--- src/rtl/smc_ps2_hub.sv ---
// smc_ps2_hub: I2C register/transaction engine for NCH PS/2 channels with per-channel scan-code FIFOs.
// Build macro SMC_FLUSH_EN adds the write-only FIFO flush register 0x31.
module smc_ps2_hub #(
   parameter int NCH     = 2,
   parameter int FIFO_AW = 3
) (
   input  logic             clk6x,
   input  logic             reset,
   input  logic             devsel_i,
   input  logic             rw_bit_i,
   input  logic [7:0]       rxbyte_i,
   input  logic             rxbyte_v_i,
   output logic [7:0]       txbyte_o,
   input  logic             txbyte_deq_i,
   input  logic [8*NCH-1:0] ps2_code_i,
   input  logic [NCH-1:0]   ps2_code_v_i,
   input  logic [NCH-1:0]   ps2_busy_i,
   input  logic [NCH-1:0]   ps2_acked_i,
   input  logic [NCH-1:0]   ps2_errd_i,
   output logic [8*NCH-1:0] ps2_cmd_o,
   output logic [NCH-1:0]   ps2_cmd_v_o
);
   localparam int               DEPTH   = 1 << FIFO_AW;
   localparam logic [7:0]       OVF_REG = 8'h30;
   localparam logic [FIFO_AW:0] PTR_ONE = {{FIFO_AW{1'b0}}, 1'b1};

   function automatic logic [7:0] buf_addr(input int c);
      return (c == 0) ? 8'h07 : 8'(32'h20 + c);
   endfunction

   function automatic logic [7:0] stat_addr(input int c);
      return 8'(32'h18 + c * 32'sd2);
   endfunction

   function automatic logic [7:0] cmd_addr(input int c);
      return 8'(32'h19 + c * 32'sd2);
   endfunction

   logic [7:0]       regnum_q, regnum_d;
   logic [1:0]       byteidx_q, byteidx_d;
   logic [7:0]       txbyte_q, txbyte_d;
   logic             txvalid_q, txvalid_d;
   logic [NCH-1:0]   pend_q, pend_d;
   logic [7:0]       cmdbyte_q [NCH];
   logic [7:0]       cmdbyte_d [NCH];
   logic [7:0]       status_q [NCH];
   logic [7:0]       status_d [NCH];
   logic [NCH-1:0]   ovf_q, ovf_d;
   logic [8*NCH-1:0] cmd_q, cmd_d;
   logic [NCH-1:0]   cmd_v_q, cmd_v_d;
   logic [FIFO_AW:0] wr_ptr_q [NCH];
   logic [FIFO_AW:0] wr_ptr_d [NCH];
   logic [FIFO_AW:0] rd_ptr_q [NCH];
   logic [FIFO_AW:0] rd_ptr_d [NCH];
   logic [7:0]       mem_q [NCH][DEPTH];

   logic [NCH-1:0]   empty_s, full_s, push_s, pop_s, drop_s, flush_s, clr_s;
   logic             ovf_rd_s, cmd_wr_s;
   logic [7:0]       rd_data_s;
   logic             rd_valid_s;

`ifdef SMC_FLUSH_EN
   localparam logic [7:0] FLUSH_REG = 8'h31;
   assign flush_s = (devsel_i && rxbyte_v_i && byteidx_q == 2'd1 && regnum_q == FLUSH_REG)
                    ? rxbyte_i[NCH-1:0] : {NCH{1'b0}};
`else
   assign flush_s = {NCH{1'b0}};
`endif

   // FIFO flags and push/pop/drop decisions; a pop frees the slot a same-cycle push needs
   always_comb begin
      ovf_rd_s = devsel_i & txbyte_deq_i & (regnum_q == OVF_REG);
      cmd_wr_s = devsel_i & rxbyte_v_i & (byteidx_q == 2'd1);
      clr_s    = ovf_rd_s ? txbyte_q[NCH-1:0] : {NCH{1'b0}};
      for (int c = 0; c < NCH; c++) begin
         empty_s[c] = (wr_ptr_q[c] == rd_ptr_q[c]);
         full_s[c]  = (wr_ptr_q[c][FIFO_AW-1:0] == rd_ptr_q[c][FIFO_AW-1:0]) &&
                      (wr_ptr_q[c][FIFO_AW] != rd_ptr_q[c][FIFO_AW]);
         pop_s[c]   = devsel_i & txbyte_deq_i & txvalid_q &
                      (regnum_q == buf_addr(c)) & ~empty_s[c];
         push_s[c]  = ps2_code_v_i[c] & (~full_s[c] | pop_s[c]) & ~flush_s[c];
         drop_s[c]  = ps2_code_v_i[c] & full_s[c] & ~pop_s[c] & ~flush_s[c];
      end
   end

   // Register read multiplexer; unmapped addresses read FF
   always_comb begin
      rd_data_s  = 8'hFF;
      rd_valid_s = 1'b0;
      if (regnum_q == OVF_REG) begin
         rd_data_s = 8'(ovf_q);
      end else begin
         for (int c = 0; c < NCH; c++) begin
            if (regnum_q == buf_addr(c)) begin
               rd_data_s  = empty_s[c] ? 8'h00 : mem_q[c][rd_ptr_q[c][FIFO_AW-1:0]];
               rd_valid_s = ~empty_s[c];
            end else if (regnum_q == stat_addr(c)) begin
               rd_data_s = status_q[c];
            end else begin
               rd_data_s = rd_data_s;
            end
         end
      end
   end

   // Next-state logic for transfer tracking, command path and FIFO pointers
   always_comb begin
      regnum_d  = regnum_q;
      byteidx_d = byteidx_q;
      pend_d    = pend_q;
      cmd_d     = cmd_q;
      cmd_v_d   = {NCH{1'b0}};
      ovf_d     = (ovf_q & ~clr_s & ~flush_s) | drop_s;

      if (!devsel_i) begin
         byteidx_d = 2'd0;
      end else if ((rxbyte_v_i || txbyte_deq_i) && byteidx_q != 2'd3) begin
         byteidx_d = byteidx_q + 2'd1;
      end else begin
         byteidx_d = byteidx_q;
      end

      if (devsel_i && rxbyte_v_i && byteidx_q == 2'd0) begin
         regnum_d = rxbyte_i;
      end else begin
         regnum_d = regnum_q;
      end

      if (devsel_i && rw_bit_i) begin
         txbyte_d  = rd_data_s;
         txvalid_d = rd_valid_s;
      end else begin
         txbyte_d  = txbyte_q;
         txvalid_d = 1'b0;
      end

      for (int c = 0; c < NCH; c++) begin
         cmdbyte_d[c] = cmdbyte_q[c];

         if (pend_q[c] && !ps2_busy_i[c]) begin
            cmd_v_d[c]       = 1'b1;
            cmd_d[8*c +: 8]  = cmdbyte_q[c];
            pend_d[c]        = 1'b0;
         end else begin
            cmd_v_d[c] = 1'b0;
         end

         // error outranks ack; a fresh command write outranks both
         if (ps2_errd_i[c]) begin
            status_d[c] = 8'hFE;
         end else if (ps2_acked_i[c]) begin
            status_d[c] = 8'hFA;
         end else begin
            status_d[c] = status_q[c];
         end

         if (cmd_wr_s && regnum_q == cmd_addr(c)) begin
            pend_d[c]    = 1'b1;
            cmdbyte_d[c] = rxbyte_i;
            status_d[c]  = 8'h01;
         end else begin
            cmdbyte_d[c] = cmdbyte_q[c];
         end

         if (flush_s[c]) begin
            wr_ptr_d[c] = wr_ptr_q[c];
            rd_ptr_d[c] = wr_ptr_q[c];
         end else begin
            wr_ptr_d[c] = push_s[c] ? wr_ptr_q[c] + PTR_ONE : wr_ptr_q[c];
            rd_ptr_d[c] = pop_s[c]  ? rd_ptr_q[c] + PTR_ONE : rd_ptr_q[c];
         end
      end
   end

   // State registers with synchronous reset
   always_ff @(posedge clk6x) begin
      if (reset) begin
         regnum_q  <= 8'h00;
         byteidx_q <= 2'd0;
         txbyte_q  <= 8'hFF;
         txvalid_q <= 1'b0;
         pend_q    <= {NCH{1'b0}};
         ovf_q     <= {NCH{1'b0}};
         cmd_q     <= {(8*NCH){1'b0}};
         cmd_v_q   <= {NCH{1'b0}};
         for (int c = 0; c < NCH; c++) begin
            cmdbyte_q[c] <= 8'h00;
            status_q[c]  <= 8'h00;
            wr_ptr_q[c]  <= {(FIFO_AW+1){1'b0}};
            rd_ptr_q[c]  <= {(FIFO_AW+1){1'b0}};
         end
      end else begin
         regnum_q  <= regnum_d;
         byteidx_q <= byteidx_d;
         txbyte_q  <= txbyte_d;
         txvalid_q <= txvalid_d;
         pend_q    <= pend_d;
         ovf_q     <= ovf_d;
         cmd_q     <= cmd_d;
         cmd_v_q   <= cmd_v_d;
         for (int c = 0; c < NCH; c++) begin
            cmdbyte_q[c] <= cmdbyte_d[c];
            status_q[c]  <= status_d[c];
            wr_ptr_q[c]  <= wr_ptr_d[c];
            rd_ptr_q[c]  <= rd_ptr_d[c];
         end
      end
   end

   // Scan-code storage; contents are don't-care until the pointers cover them
   always_ff @(posedge clk6x) begin
      for (int c = 0; c < NCH; c++) begin
         if (push_s[c]) begin
            mem_q[c][wr_ptr_q[c][FIFO_AW-1:0]] <= ps2_code_i[8*c +: 8];
         end
      end
   end

   assign txbyte_o    = txbyte_q;
   assign ps2_cmd_o   = cmd_q;
   assign ps2_cmd_v_o = cmd_v_q;

endmodule

--- config.mk ---
export PLATFORM = sky130hd
export DESIGN_NAME = smc_ps2_hub
export DESIGN_NICKNAME = d
export VERILOG_FILES = /design/src/rtl/smc_ps2_hub.sv
export SDC_FILE = /design/constraint.sdc
export NUM_CORES = 1
export LEC_CHECK = 0
export CORE_ASPECT_RATIO = 1.25
export CORE_MARGIN = 2
export CORE_UTILIZATION = 58
export DETAILED_ROUTE_END_ITERATION = 6
export GPL_ROUTABILITY_DRIVEN = 0
export PLACE_DENSITY = 0.77
export SLEW_MARGIN = 30
export SYNTH_ARGS = -nofsm -noshare
export SYNTH_HDL_FRONTEND = slang
export SYNTH_SLANG_ARGS = --single-unit
--- constraint.sdc ---
create_clock -name clk6x -period 4.1 [get_ports clk6x]
set_clock_uncertainty 0.05 [all_clocks]
set_input_delay 0.41 -clock clk6x [delete_from_list [all_inputs] [get_ports clk6x]]
set_output_delay 0.41 -clock clk6x [all_outputs]
set_load 0.05 [all_outputs]
Yosys cells after proc, flatten, opt, wreduce, memory -nomap -nowiden
Memories as Yosys holds them, arrays and structs flattened. Index checks and enable logic that the tools add are counted.

Memories: 5. Bits in writable memories: 176. Word-level logic and storage cells: 154. Flip-flop bits (word level): 41. Output and inout port bits: 26.

Memories: mem_q (words 2, bits a word 64, read ports 2, clocked after memory_dff 0, wr ports 2, line 55) `logic [7:0] mem_q [NCH][DEPTH];`; cmdbyte_q (words 2, bits a word 8, read ports 2, clocked after memory_dff 0, wr ports 2, line 44) `logic [7:0] cmdbyte_q [NCH];`; status_q (words 2, bits a word 8, read ports 2, clocked after memory_dff 0, wr ports 2, line 46) `logic [7:0] status_q [NCH];`; rd_ptr_q (words 2, bits a word 4, read ports 2, clocked after memory_dff 0, wr ports 2, line 53) `logic [FIFO_AW:0] rd_ptr_q [NCH];`; wr_ptr_q (words 2, bits a word 4, read ports 2, clocked after memory_dff 0, wr ports 2, line 51) `logic [FIFO_AW:0] wr_ptr_q [NCH];`.

$lt $le $gt $ge: 6. Reductions and logical operators: 20. Add/sub/neg operators: 5. Multiplexer cells: 53. Bitwise gates (word level): 40. Equality and inequality tests: 15.

Operators with widths (number): 2-to-1 mux 8 bit (25); 2-to-1 mux 64 bit (2); binary-select mux 8 bit (select 3 bit) (2); demux 8 bit (select 3 bit) (2); equality test 8 x 5 -> 1 bit, second input constant (4); 2-to-1 mux 4 bit (8); adder 4 x 1 -> 4 bit, second input constant (4); equality test 8 x 6 -> 1 bit, second input constant (2); >= comparator 4 bit, second input constant (4); inverter 3 -> 4 bit (4); AND 1 bit (15); 2-to-1 mux 1 bit (13); logical AND 1 bit (12); bitwise OR 1 bit (10); equality test 4 bit (2); equality test 8 x 3 -> 1 bit, second input constant (1); < comparator 4 x 1 -> 1 bit, second input constant (2); inverter 1 bit (8); equality test 3 bit (2); nonzero test 2 bit (2); OR reduction 3 bit (1); adder 2 x 1 -> 2 bit, second input constant (1); AND 2 bit (1); equality test 2 x 1 -> 1 bit, second input constant (1); 9 further kinds (11).

Longest topological paths before layout
Gate-level depths: netlist of run 1. An unclocked memory read counts as a cell.

Word-level depth: 10. Gate-level depth with buffers: 8.

Worst setup path after synthesis of run 1
Ideal clock, no wire load.

Kind: reg-to-reg. Start: register regnum_q[1]. End: memory mem_q[0][120] (netlist name), enable pin. Period minus slack after synthesis: 2.890 ns. Buffers on the path: 2. Path slack: 1.210 ns. Setup time: 0.383 ns. Stages on the path, launching flop included: 8. Arrival: 2.456 ns. Required time: 3.667 ns. Cell sequence: dfxtp_1 > buf_2 > or4b_1 > clkbuf_1 > nor3_1 > o21ai_0 > or2_2 > nor3_1.

RTL lines: start, declared (line 39) `logic [7:0] regnum_q, regnum_d;`; start signal, assigned (line 193) `regnum_q <= regnum_d;`; end, declared (line 55).

==> results of run 1 <==
-- sequential cells by signal, indices dropped and copies added (netlist names) --
signal and count:
pend_q 2, status_q 6, ovf_q 2, byteidx_q 2, regnum_q 8, txvalid_q 1
wr_ptr_q 8, rd_ptr_q 8, cmdbyte_q 16, mem_q 128, ps2_cmd_o 16, txbyte_o 8
ps2_cmd_v_o 2
-- metal layers --
metal / wire [um] / part of all wire, % / vias up
met3: 792 / 4.7 / 45
met1: 6750 / 40 / 2404
met2: 8760 / 52 / 151
li1: - / - / 2349
met4: 655 / 3.9 / 0
met5: 0 / 0 / -
-- cell type report --
| cell class | count | area [um2] |
|---|---|---|
| clock buffers | 28 | 586 |
| clock inverters | 8 | 116 |
| fillers | 907 | 4100 |
| inverters | 11 | 41.3 |
| multi-input cells | 345 | 2690 |
| flip-flops and latches | 207 | 5430 |
| well taps | 175 | 219 |
| repair buffers | 73 | 701 |
-- tightest hold or removal path: cells and delay by family --
family / cells / cell delay (ps)
buffers and inverters: 2 / 290
AO/OA/AOI/OAI: 1 / 90
-- cell families after synthesis --
family | after synthesis | share of synthesized area (%)
flops | 207 | 65.5
simple gates | 174 | 10.0
compound gates | 69 | 5.14
xor+xnor | 17 | 1.80
mux | 78 | 14.3
buf+inv | 42 | 2.24
fa+ha+maj | 7 | 1.06
-- power breakdown --
group,switching (mW),internal (mW),total (mW)
Sequential,0.0215,2.25,2.27
Clock,0.736,1.19,1.92
Combinational,0.109,0.0811,0.190
Total,0.867,3.52,4.38
-- cells in the final DEF (no fill, tap or decap), drive strengths merged, types with 10 or more instances in the layout --
cell type      netlist  layout
inv                 10      10
nor2                61      61
mux2i               44      44
nor3                15      15
a21oi               30      30
nand2               46      46
mux4                32      32
buf                 17      11
xnor2               10      10
o21ai               13      13
dfxtp               79      79
edfxtp             128     128
nand2b              10      10
clkdlybuf4s50        0      62
clkbuf              14      28
-- per-stage QoR --
step | util (%) | setup WS (ps) | hold WS [ps] | cells
after global placement | 65.3 | 738 | 388 | 811
final | 70.4 | 984 | 305 | 847
after detailed placement | 65.4 | 523 | 396 | 811
after floorplan | - | 1210 | 381 | 594
after CTS | 70.4 | 981 | 304 | 847
after global routing | 70.4 | 731 | 326 | 847
-- worst paths after layout --
path / depth (start not counted) / slack, ps / to
setup reg to reg: 5 / 1000 / mem_q[0][35]
hold / removal: 3 / 300 / txbyte_o[3]
setup / recovery: 6 / 980 / mem_q[0][35]
hold reg to reg: 2 / 400 / ps2_cmd_o[15]
==> impl_metrics.sql, run 1 <==
INSERT INTO impl_metrics (metric_group, metric, value, unit) VALUES
('global_routing', 'groute.layer.met1.usage', '27.7', '%'),
('critical_path', 'crit_path_end_kind', 'flip-flop', ''),
('layout', 'post-route-cell-area', '9770', 'um2'),
('sta', 'max_freq', '0.321', 'GHz'),
('floorplan', 'floorplan.die.width', '111', 'um'),
('critical_path', 'cpPeakStageDelay', '660', 'ps'),
('sta', 'setup_viol', '0', ''),
('cts', 'cts_repair_resize_count', '0', ''),
('floorplan', 'io_pins', '64', ''),
('logic_synthesis', 'yosys_most_used_dff', 'edfxtp_1', ''),
('cts', 'cts_tree', 'yes', ''),
('drt', 'num_vias', '4949', ''),
('critical_path', 'worst_setup_path_start_kind', 'primary input', ''),
('drt', 'via_per_inst', '5.84', ''),
('hold_path', 'holdCritPathClass', 'primary input to flip-flop', ''),
('logic_synthesis', 'synth_area_leader_cell', 'edfxtp_1', ''),
('logic_synthesis', 'synth_edf_count', '128', ''),
('sta', 'finalHoldViolCount', '0', ''),
('drt', 'route.final.wire_length', '17000', 'um'),
('floorplan', 'initial_core_util', '59.7', '%'),
('critical_path', 'path_cells', 'clkdlybuf4s50_1 -> nand3_1 -> nor4_1 -> o21ai_0 -> or2_2 -> nor2_1', ''),
('cts', 'tritoncts.num_buffers', '21', ''),
('drt', 'route.antenna.remaining_nets', '0', ''),
('drt', 'drc', '0', ''),
('critical_path', 'reg2reg_from', 'regnum_q[0]', ''),
('cts', 'clock_sink_count', '207', ''),
('flow_run', 'timing.max_cap.violations', '0', ''),
('place', 'place_area', '9070', 'um2'),
('critical_path', 'worstSetupPathType', 'primary input to flip-flop', ''),
('sta', 'tightest_slew', '815', 'ps'),
('sta', 'finalWorstPathRequiredPeriod', '3120', 'ps'),
('cts', 'post-cts-setup-buffer-count', '0', ''),
('sta', 'timing.final.max_slew_violations', '0', ''),
('sta', 'unrepaired_setup_endpoints_after_global_routing', 'no', ''),
('logic_synthesis', 'synth_area_leaders', 'edfxtp_1 46%, dfxtp_1 19%, mux4_2 8.7%', ''),
('critical_path', 'crit_required', '4170', 'ps'),
('cts', 'cts.path.max_buffers', '3', ''),
('global_routing', 'antenna_found_initial', '0', ''),
('global_routing', 'global_route.peak_usage_layer', 'met2', ''),
('power', 'cellPowerDensity', '449', 'nW/um2'),
('logic_synthesis', 'count_of_different_cell_masters_after_synthesis', '53', ''),
('sta', 'relSlewSlack', '45.5', '%'),
('global_routing', 'first_pass_grt_wire_length', '26600', 'um'),
('sta', 'setup-tns-final', '0', 'ps'),
('place', 'io_buffer_count', '63', ''),
('logic_synthesis', 'synthesis.yosys.warnings', '0', ''),
('layout', 'insertedDiodeCount', '0', ''),
('global_routing', 'gr-usage-met2', '40.8', '%'),
('logic_synthesis', 'synth_most_common_cell', 'edfxtp_1', ''),
('logic_synthesis', 'netlist_area', '8280', 'um2'),
('logic_synthesis', 'netlist.area_leader.share', '46.4', '%'),
('floorplan', 'fp-row-count', '48', ''),
('critical_path', 'worst_ep_arrival_time', '3180', 'ps'),
('floorplan', 'floorplan.core_area', '13900', 'um2'),
('global_routing', 'grt_start_max_net_pins', '74', ''),
('logic_synthesis', 'ys_seq_elements', '207', ''),
('layout', 'layout.nets', '704', ''),
('global_routing', 'overflow_after_grt', '0', ''),
('power', 'max-vdd-ir-drop', '0.594', 'mV'),
('logic_synthesis', 'synthCells', '594', ''),
('layout', 'drive_gt1_share', '12.5', '%'),
('global_routing', 'grt_util_all_layers', '22.7', '%'),
('critical_path', 'critical_path.max_fanout', '9', ''),
('drt', 'drt_iter0_drc', '441', ''),
('status', 'outcome', 'complete, no violations', ''),
('power', 'power', '4.38', 'mW'),
('logic_synthesis', 'ys_async_sr_fraction', '0', '%'),
('place', 'detailed_placement_wirelength_estimate', '11800', 'um'),
('floorplan', 'die_h', '138', 'um'),
('floorplan', 'fp.dieArea', '15300', 'um2'),
('drt', 'routed_wire_length_per_instance', '20.0', 'um');
No activity file was read; power rests on OpenSTA's default activity.
==> run 2: changes to the inputs <==
- clock period: 4.1 -> 3.2 ns (I/O delays scaled with it)
==> run 2 against run 1 <==
- combinational power is 29% higher
- critical path depth stayed put
- global-route usage is 0.12 points higher
- final cell count is 1.8% higher
- core utilization is 0.48 points higher
- register-to-register slack worse by 600 ps
- largest cell class unchanged
==> impl_metrics.sql, run 2 (synthesis results as in run 1) <==
INSERT INTO impl_metrics (metric_group, metric, value, unit) VALUES
('cts', 'cts_repair_resize_count', '0', ''),
('critical_path', 'worstSetupPathType', 'flip-flop to flip-flop', ''),
('drt', 'via_per_inst', '5.90', ''),
('layout', 'post_layout_nonfiller_instances', '862', ''),
('sta', 'finalHoldViolCount', '0', ''),
('floorplan', 'floorplan.core_area', '13900', 'um2'),
('cts', 'clockRootBuffer', 'clkbuf_16', ''),
('layout', 'syn_to_final_growth', '18.8', '%'),
('drt', 'drc', '0', ''),
('layout', 'insertedDiodeCount', '0', ''),
('sta', 'unrepaired_setup_endpoints_after_global_routing', 'no', ''),
('floorplan', 'initial_core_util', '59.7', '%'),
('power', 'p_sw_share', '20.0', '%'),
('sta', 'relSlewSlack', '47.3', '%'),
('layout', 'mostFrequentLayoutCell', 'edfxtp_1', ''),
('drt', 'routed_wire_length_per_instance', '20.2', 'um'),
('place', 'io_buffer_count', '63', ''),
('cts', 'clk_pin_slew_worst_paths', '60', 'ps'),
('power', 'clock_power_share', '42.6', '%'),
('critical_path', 'worst_ep_arrival_time', '2940', 'ps'),
('cts', 'h-tree-depth', '1', ''),
('flow_run', 'timing.max_cap.violations', '0', ''),
('floorplan', 'die_h', '138', 'um'),
('sta', 'finalWorstPathRequiredPeriod', '2800', 'ps'),
('power', 'cellPowerDensity', '558', 'nW/um2'),
('global_routing', 'overflow_after_grt', '0', ''),
('floorplan', 'fp.dieArea', '15300', 'um2'),
('global_routing', 'antenna_found_initial', '0', ''),
('power', 'power', '5.49', 'mW'),
('drt', 'route.antenna.remaining_nets', '0', ''),
('global_routing', 'grt_start_max_net_pins', '48', ''),
('global_routing', 'first_pass_grt_wire_length', '27000', 'um'),
('layout', 'layout.nets', '718', ''),
('layout', 'layout_common_cells', '128 x edfxtp_1, 79 x dfxtp_1, 62 x clkdlybuf4s50_1', ''),
('drt', 'drt_iter0_drc', '352', ''),
('critical_path', 'worst_setup_path_start_kind', 'flip-flop', ''),
('cts', 'later_pin_clock_latency_in_the_skew_report', '500', 'ps'),
('sta', 'setup_viol', '0', ''),
('floorplan', 'fp-row-count', '48', ''),
('cts', 'tritoncts.num_buffers', '20', ''),
('cts', 'cts.path.max_buffers', '3', ''),
('sta', 'timing.final.crit_share', '87.5', '%'),
('place', 'numPlacedInstances', '826', ''),
('power', 'p_int', '4.40', 'mW'),
('sta', 'timing.final.max_slew_violations', '0', ''),
('power', 'max-vdd-ir-drop', '0.550', 'mV'),
('drt', 'detailedRoute.firstPassIterationCount', '5', ''),
('critical_path', 'crit_required', '3340', 'ps'),
('status', 'outcome', 'complete, no violations', ''),
('sta', 'tightest_slew', '784', 'ps'),
('layout', 'drive_gt1_share', '14.1', '%'),
('floorplan', 'io_pins', '64', ''),
('sta', 'setup-tns-final', '0', 'ps'),
('cts', 'post-cts-setup-buffer-count', '0', ''),
('power', 'pwr-share-comb', '4.5', '%'),
('place', 'detailed_placement_wirelength_estimate', '12300', 'um'),
('hold_path', 'holdCritPathClass', 'primary input to flip-flop', ''),
('power', 'power.switching', '1.10', 'mW'),
('global_routing', 'vias_in_the_first_global_route', '5215', ''),
('critical_path', 'crit_path_end_kind', 'flip-flop', ''),
('drt', 'num_vias', '5085', ''),
('power', 'p_seq_share', '52.9', '%'),
('global_routing', 'grt_util_all_layers', '22.9', '%'),
('drt', 'route.final.wire_length', '17400', 'um'),
('layout', 'nFillCells', '918', ''),
('critical_path', 'critical_path.max_fanout', '8', ''),
('power', 'static-leakage-power', '3.37', 'nW'),
('layout', 'largest_register_ffs', '128', ''),
('cts', 'cts_tree', 'yes', ''),
('cts', 'clock_sink_count', '207', ''),
('floorplan', 'floorplan.die.width', '111', 'um'),
('sta', 'max_freq', '0.357', 'GHz'),
('cts', 'cts.hold.buffers_added', '0', '');
run 2: layer usage:
layer | up-vias | track usage [%] | part of all wire [%]
li1 | 2368 | - | -
met1 | 2506 | 27.1 | 38
met2 | 178 | 42.6 | 53
met3 | 33 | 3.65 | 5.8
met4 | 0 | 7.92 | 2.6
met5 | - | 0 | 0
run 2: stage by stage:
stage	instance area (um2)	setup WS (ps)	hold WS, ps	util (%)
2_1_floorplan	8280	310	369	-
3_3_place_gp	9180	270	387	66.2
3_5_place_dp	9180	188	393	66.2
4_1_cts	9840	404	203	70.9
5_1_grt	9840	296	252	70.9
6_report	9840	398	219	70.9
run 2: cell type report:
cell class              count  area [um2]  share of cell area, %
flip-flops and latches    207        5430                   55.1
multi-input cells         345        2680                   27.2
repair buffers             88         813                   8.27
clock buffers              28         572                   5.81
well taps                 175         219                   2.23
clock inverters             8        90.1                  0.916
inverters                  11        41.3                  0.420
run 2: worst max-delay path: stages, from the launching register on:
cell     delay, ps
dfxtp_1        390
or4b_4         520
nor4_1         510
o21ai_0        270
or2_2          370
nor3_1         180
buf_4          210
run 2: power groups by stage:
stage          clock network (mW)  logic [mW]  registers, mW
2_1_floorplan                   0       0.117           2.96
3_3_place_gp                    0       0.237           2.96
3_5_place_dp                    0       0.244           2.96
4_1_cts                      2.38       0.246           2.91
5_1_grt                      2.47       0.266           2.91
6_report                     2.34       0.245           2.91
run 2: worst paths after layout:
path,depth (start not counted),to,startpoint,slack [ps]
setup / recovery,6,mem_q[0][53],regnum_q[0],400
setup reg to reg,6,mem_q[0][53],regnum_q[0],400
hold / removal,2,wr_ptr_q[0][5],reset,220
hold reg to reg,2,ps2_cmd_o[12],ps2_cmd_o[12],400
